`src/rtl/logic_input_trigger_tx.sv`:
```
// logic_input_trigger_tx: emits one fixed 8N1 UART frame (LSB first) on TX_OUT
// for every synchronized rising edge of the asynchronous TX input.
module logic_input_trigger_tx #(
   parameter int unsigned CLKS_PER_BIT = 1,
   parameter logic [7:0]  DATA_BYTE    = 8'h41
) (
   input  logic CLK,
   input  logic RESET,
   input  logic TX,
   output logic TX_OUT
);
   typedef enum logic [1:0] {IDLE, START, DATA, STOP} state_t;
   state_t      state_q;
   logic        s1_q, s2_q, prev_q, tx_out_q;
   logic [7:0]  shift_q;
   logic [2:0]  bit_q;
   logic [15:0] cnt_q;
   logic        rise, bit_end;
   assign rise    = s2_q & ~prev_q;
   assign bit_end = cnt_q == 16'(CLKS_PER_BIT - 1);
   assign TX_OUT  = tx_out_q;
   always_ff @(posedge CLK) begin
      if (!RESET) begin
         state_q  <= IDLE;
         tx_out_q <= 1'b1;
         s1_q     <= 1'b0;
         s2_q     <= 1'b0;
         prev_q   <= 1'b0;
         shift_q  <= '0;
         bit_q    <= '0;
         cnt_q    <= '0;
      end else begin
         s1_q   <= TX;
         s2_q   <= s1_q;
         prev_q <= s2_q;
         cnt_q  <= (state_q == IDLE || bit_end) ? '0 : cnt_q + 16'd1;
         case (state_q)
            IDLE: begin
               tx_out_q <= ~rise;
               if (rise) begin
                  state_q <= START;
                  shift_q <= DATA_BYTE;
                  bit_q   <= '0;
               end
            end
            START: if (bit_end) begin
               state_q  <= DATA;
               tx_out_q <= shift_q[0];
            end
            DATA: if (bit_end) begin
               // the next bit is presented at the same edge the register shifts
               if (bit_q == 3'd7) begin
                  state_q  <= STOP;
                  tx_out_q <= 1'b1;
               end else begin
                  shift_q  <= shift_q >> 1;
                  bit_q    <= bit_q + 3'd1;
                  tx_out_q <= shift_q[1];
               end
            end
            STOP: if (bit_end) state_q <= IDLE;
            default: state_q <= IDLE;
         endcase
      end
   end
endmodule

```
`config.mk`:
```
export PLATFORM = sky130hd
export DESIGN_NAME = logic_input_trigger_tx
export DESIGN_NICKNAME = d
export VERILOG_FILES = /design/src/rtl/logic_input_trigger_tx.sv
export SDC_FILE = /design/constraint.sdc
export NUM_CORES = 1
export LEC_CHECK = 0
export BUFFER_PORTS_ARGS = -buffer_cell sky130_fd_sc_hd__buf_2
export CAP_MARGIN = 15
export CORE_UTILIZATION = 45
export DETAILED_ROUTE_END_ITERATION = 6
export PLACE_DENSITY_LB_ADDON = 0.2
export REMOVE_ABC_BUFFERS = 1
export SLEW_MARGIN = 30
export SYNTH_ARGS = -nofsm -noshare
export SYNTH_HDL_FRONTEND = slang
export SYNTH_SLANG_ARGS = --single-unit
```
`constraint.sdc`:
```
create_clock -name CLK -period 2 [get_ports CLK]
set_input_delay 0.5 -clock CLK [delete_from_list [all_inputs] [get_ports CLK]]
set_output_delay 0.5 -clock CLK [all_outputs]
set_load 0.02 [all_outputs]
```
# [Word level (Yosys, flattened, before mapping)]
# Cells that the tools add are included.
# Widths: inputs -> output; s select.
[totals] romBits=0 memories=0 regBits=33 word_cells=51 out_inout_bits=1 inputBits=3 latch_bits=0 ramBits=0
[classes] n_addsub=2 magnitude_cmp=0 bitwise_logic=4 n_reduce_logical=9 n_mul=0 n_eq_ne=10 div_mod_pow=0 n_mux=18 shifts=0
[ops] op="$mux 8" n=3
[ops] op="$add 16x1->16 const B" n=1
[ops] op="$logic_not 16->1" n=1
[ops] op="$pmux 8 s2" n=1
[ops] op="$ne 2x2->1 const B" n=6
[ops] op="$mux 2" n=5
[ops] op="$mux 3" n=3
[ops] op="$pmux 2 s4" n=1
[ops] op="$pmux 3 s2" n=1
[ops] op="$reduce_and 5->1" n=1
[ops] op="$eq 2x2->1 const B" n=2
[ops] op="$reduce_and 4->1" n=1
[ops] op="$add 3x1->3 const B" n=1
[ops] op="$eq 3x3->1 const B" n=1
[ops] op="$mux 1" n=3
[ops] op="$not 1->1" n=3
[ops] op="$pmux 1 s3" n=1
[ops] op="$reduce_and 3->1" n=1
[ops] op="$reduce_bool 3->1" n=1
[ops] op="$eq 2x1->1 const B" n=1
[ops] op="$logic_not 2->1" n=1
[ops] op="$reduce_bool 2->1" n=1
[ops] op="$reduce_or 2->1" n=1
[ops] op="$and 1x1->1" n=1
[ops] op="$logic_or 1x1->1" n=1

# [Longest topological paths before layout]
[depth] depth_word=4 ltp_mapped=8 depth_no_buf=6

# [Worst setup path after synthesis]
# No wires, ideal clock.
[synth_path] path_type="flip-flop to flip-flop" from="register state_q[0]" to="register shift_q[6]" path_stages_with_launch=8 setup_slack_ns=0.325 arrival_ns=1.559 synth_period_minus_slack_ns=1.675 cell_sequence="dfxtp_1 inv_1 ha_1 clkbuf_1 nor3b_1 a21oi_1 buf_2 a31o_2"
[synth_via] elab_chain_len=3 word_cells_on_any_way=8 cone_classes="eq/ne: 4; mux: 1; reduce/logical: 3"
[synth_rtl] element="start: declaration" line_no="13" source="state_t state_q;"
[synth_rtl] element="start signal: assignment" line_no="24" source="state_q <= IDLE;"
[synth_rtl] element="start signal: assignment" line_no="41" source="state_q <= START;"
[synth_rtl] element="start signal: assignment" line_no="47" source="state_q <= DATA;"
[synth_rtl] element="$eq 2x2->1 / $logic_not 2->1 (equally long branches)" line_no="37" source="case (state_q)"
[synth_rtl] element="$ne 2x2->1 (no source line) / $reduce_bool 2->1 (equally long branches)"
[synth_rtl] element="$reduce_and 4->1 (no source line)"
[synth_rtl] element="end signal: assignment" line_no="56" source="shift_q <= shift_q >> 1;"
[synth_rtl] element="end: declaration" line_no="15" source="logic [7:0] shift_q;"
# Parallel ways exist; a longest one is shown, timed or not.
# A chain may end at the register's enable or synchronous reset.

# [Final worst setup path]
[layout_path] from="register state_q[0]" to="register state_q[1]"
[layout_via] elab_chain_len=3 word_cells_on_any_way=11 cone_classes="eq/ne: 8; mux: 1; reduce/logical: 2"
[layout_rtl] element="$eq 2x2->1 (tied with other cells)" line_no="37"
[layout_rtl] element="$ne 2x2->1 (no source line)"
[layout_rtl] element="$reduce_and 5->1 (no source line)"
# Parallel ways exist; a longest one is shown, timed or not.

==> impl_summary.log <==
INFO  metric run_status = completed
INFO  metric wirelength_routed = 2740 um
INFO  metric critical_path.cell_chain = inv_1, ha_1, or3_1, a221oi_2, mux2i_1
INFO  metric yosysWarnings = 0
INFO  metric slew_viol_final = 0
INFO  metric grt_util_all_layers = 0.184
INFO  metric final-hold-violation-count = 0
INFO  metric placed_instances = 212
INFO  metric cts_clock_pin_slew_for_the_worst_setup_and_hold_paths = 0.10 ns
INFO  metric timing.critical_path.buf_inv = 1
INFO  metric rsz0062_at_grt = no
INFO  metric async_flop_share = 0
INFO  metric syn_avg_cell_area = 9.07 um^2
INFO  metric final.fill_count = 328
INFO  metric ios = 4
INFO  metric placedInstanceArea = 0.00160 mm^2
INFO  metric vdd.ir_drop.worst = 457 uV
INFO  metric layout_min_cycle_time = 1.81 ns
INFO  metric share_of_cells_above_drive_strength_1 = 0.136
INFO  metric worstRegToRegCells = 5
INFO  metric postLayoutCoreUtil = 0.533
INFO  metric drt-wirelength-per-cell = 12.4 um
INFO  metric ff2ff_setup_slack = 0.19 ns
INFO  metric setup_tns = 0 ns
INFO  metric floorplan.core_area = 0.00315 mm^2
INFO  metric die_area = 0.00367 mm^2
INFO  metric pin_count_of_the_biggest_net_entering_global_routing = 25
INFO  metric final_cell_area = 0.00168 mm^2
INFO  metric h-tree-depth = 2
INFO  metric post_route_setup_slack = 0.188 ns
INFO  metric grt_first_pass_wirelength = 4890 um
INFO  metric pre_cts_slack = 0.135 ns
INFO  metric vias = 1,137
INFO  metric timing.critical_path.slowest_stage_cell = sky130_fd_sc_hd__or3_1
INFO  metric clock_latency_on_the_worst_skew_pair = 0.34 ns
INFO  metric report.final.setup_viol = 0
INFO  metric transition_time_of_the_tightest_slew_check_pin = 0.393 ns
INFO  metric start_kind = register
INFO  metric timing.critical_path.slowest_cell_delay = 0.44 ns
INFO  metric maxCapViolations = 0
INFO  metric cp_top_family = simple AND/OR/NAND/NOR gates
INFO  metric dominant_synthesized_flop_cell = sky130_fd_sc_hd__dfxtp_1
INFO  metric synthCells = 170
INFO  metric synth-edff-count = 0
INFO  metric detail_route.first_pass.iterations = 4
INFO  metric cts_tree = yes
INFO  metric hold-path-endpoint = s1_q
INFO  metric post_layout_nonfiller_instances = 221
INFO  metric synth.ff_latch_count = 32
INFO  metric cp.required = 2.27 ns
INFO  metric fp.dieH = 60.6 um
INFO  metric antenna_left = 0
INFO  metric total_leakage_power = 0.000650 uW
INFO  metric slew_headroom = 0.736
INFO  metric cts_made_buffers = 5
INFO  metric finalWeightedCongestion = 0.803
INFO  metric antennaDiodeCount = 0
INFO  metric data_arrival_at_the_endpoint_of_the_critical_path = 2.08 ns
INFO  metric post_synth_instance_area = 0.00154 mm^2
INFO  metric area_growth_from_synthesis_to_final_layout = 8.84%
INFO  metric ys_seq_area_frac = 0.415
INFO  metric layout.cells.most_common = sky130_fd_sc_hd__dfxtp_1
INFO  metric critical_path.endpoint_type = register
INFO  metric number_of_stages_on_the_worst_hold_path = 2
INFO  metric drt_drc_violations_left = 0
INFO  metric finish.net_count = 188
INFO  metric cts_hold_repair.buffers = 0
INFO  metric ctsRootBufferMaster = sky130_fd_sc_hd__clkbuf_4
INFO  metric worst_hold_path_type = primary input to register
INFO  metric critical_path_class = register to register
INFO  metric final.period_utilization = 0.906
INFO  metric worst_hold_startpoint = TX
INFO  metric antenna_violations_before_repair = 0
INFO  metric r2r_start = state_q[0]
INFO  metric clock_tree.buffer_depth = 2
INFO  metric mostFrequentLayoutCells = sky130_fd_sc_hd__dfxtp_1 (32), sky130_fd_sc_hd__nand2_1 (16), sky130_fd_sc_hd__nor2_1 (14), sky130_fd_sc_hd__nand3_1 (10)
INFO  metric number_of_global_route_vias_before_repair = 1,170
INFO  metric detailedPlacementHpwl = 1980 um
INFO  metric fin_skew = 0.00613 ns
INFO  metric placement_row_count = 20
INFO  metric grt_remaining_overflow = 0
INFO  metric clock-sinks = 32
INFO  metric power_density = 871 mW/mm^2
INFO  metric floorplan.initialDensity = 0.489
INFO  metric post_synth_num_cell_types = 40
INFO  metric timing.rr.end = state_q[1]
INFO  metric fmax = 552 MHz
INFO  metric largest_fanout_on_the_critical_path = 4
INFO  metric port_buffers = 3
INFO  metric detail_route.vias_per_cell = 5.14
INFO  metric chipWidth = 60.6 um
INFO  metric drt_first_iter_violations = 30
synth_stat cells, types with 2 or more instances:
cell type                  number  share of area
sky130_fd_sc_hd__dfxtp_1       32           0.42
sky130_fd_sc_hd__nand2_1       16          0.039
sky130_fd_sc_hd__nor2_1        14          0.034
sky130_fd_sc_hd__nand3_1       10          0.032
sky130_fd_sc_hd__ha_1           9          0.073
sky130_fd_sc_hd__mux2i_1        9          0.058
sky130_fd_sc_hd__inv_1          8          0.019
sky130_fd_sc_hd__and2_1         5          0.020
sky130_fd_sc_hd__nand4_1        5          0.020
sky130_fd_sc_hd__or3_1          5          0.020
sky130_fd_sc_hd__xnor2_1        5          0.028
sky130_fd_sc_hd__xor2_1         5          0.028
sky130_fd_sc_hd__a21oi_1        4          0.013
sky130_fd_sc_hd__clkbuf_1       4         0.0097
sky130_fd_sc_hd__nor4_1         4          0.016
sky130_fd_sc_hd__o21ai_0        4          0.013
sky130_fd_sc_hd__buf_2          3         0.0097
sky130_fd_sc_hd__a211o_1        2          0.011
sky130_fd_sc_hd__a21o_1         2         0.0097
sky130_fd_sc_hd__and3_1         2         0.0081
sky130_fd_sc_hd__and4_1         2          0.011
sky130_fd_sc_hd__nor3b_1        2         0.0097
how the worst max path moves through the flow:
stage,startpoint,cells past startpoint,slack [ns],endpoint
final,state_q[0],5,0.19,state_q[1]
after global routing,state_q[0],7,0.01,shift_q[0]
after CTS,state_q[0],7,0.10,shift_q[0]
after detailed placement,bit_q[0],7,0.14,shift_q[6]
after global placement,state_q[0],7,0.21,shift_q[6]
after floorplan,state_q[0],6,-0.07,shift_q[0]
registers in the layout, summed over array words and instances (netlist names):
register  count
TX_OUT        1
bit_q         3
cnt_q        16
prev_q        1
s1_q          1
s2_q          1
shift_q       7
state_q       2
cell type report:
class / instances / area (um^2) / area share
Multi-Input combinational cell: 122 / 847 / 0.504
Sequential cell: 32 / 641 / 0.382
Tap cell: 44 / 55.1 / 0.0328
Inverter: 8 / 30.0 / 0.0179
Timing Repair Buffer: 7 / 45.0 / 0.0268
Clock inverter: 2 / 10.0 / 0.00596
Clock buffer: 6 / 51.3 / 0.0306
through the flow:
stage | hold slack [ns] | power (uW)
after global routing | 0.364 | 1550
after floorplan | 0.412 | 983
final | 0.372 | 1460
after global placement | 0.422 | 1060
after CTS | 0.365 | 1480
after detailed placement | 0.436 | 1080
logic make-up after synthesis:
kind of cell | count (synthesis) | share of synthesized area
buffers and inverters | 16 | 0.0422
muxes | 9 | 0.0584
DFF | 32 | 0.415
and+or+nand+nor | 74 | 0.260
AOI/OAI and AO/OA | 20 | 0.0949
adders and majority gates | 9 | 0.0730
xor gates and xnor gates | 10 | 0.0568
power by group:
group          internal [uW]  leakage (uW)  switching [uW]
combinational            169      0.000353             201
sequential               675      0.000259            27.6
clock                    167     0.0000380             222
worst register-to-register path, delay by kind of cell (launching register included):
family                   cells  cell delay [ns]
AO/OA/AOI/OAI                1             0.34
multiplexers                 1             0.22
flip-flops                   1             0.40
AND/OR/NAND/NOR              1             0.44
adder cells (fa/ha/maj)      1             0.25
buffers and inverters        1             0.10
per-layer routing:
layer  wire length (um)  track usage
met3                 72       0.0448
met4                 62        0.117
met5                  0            0
met2               1280        0.292
met1               1320        0.223
repair_timing:
action | in CTS | in global routing
gates resized for setup | 0 | 3
setup endpoints to repair | 0 | 12
setup buffers | 0 | 1
(Power assumes the default switching activity.)
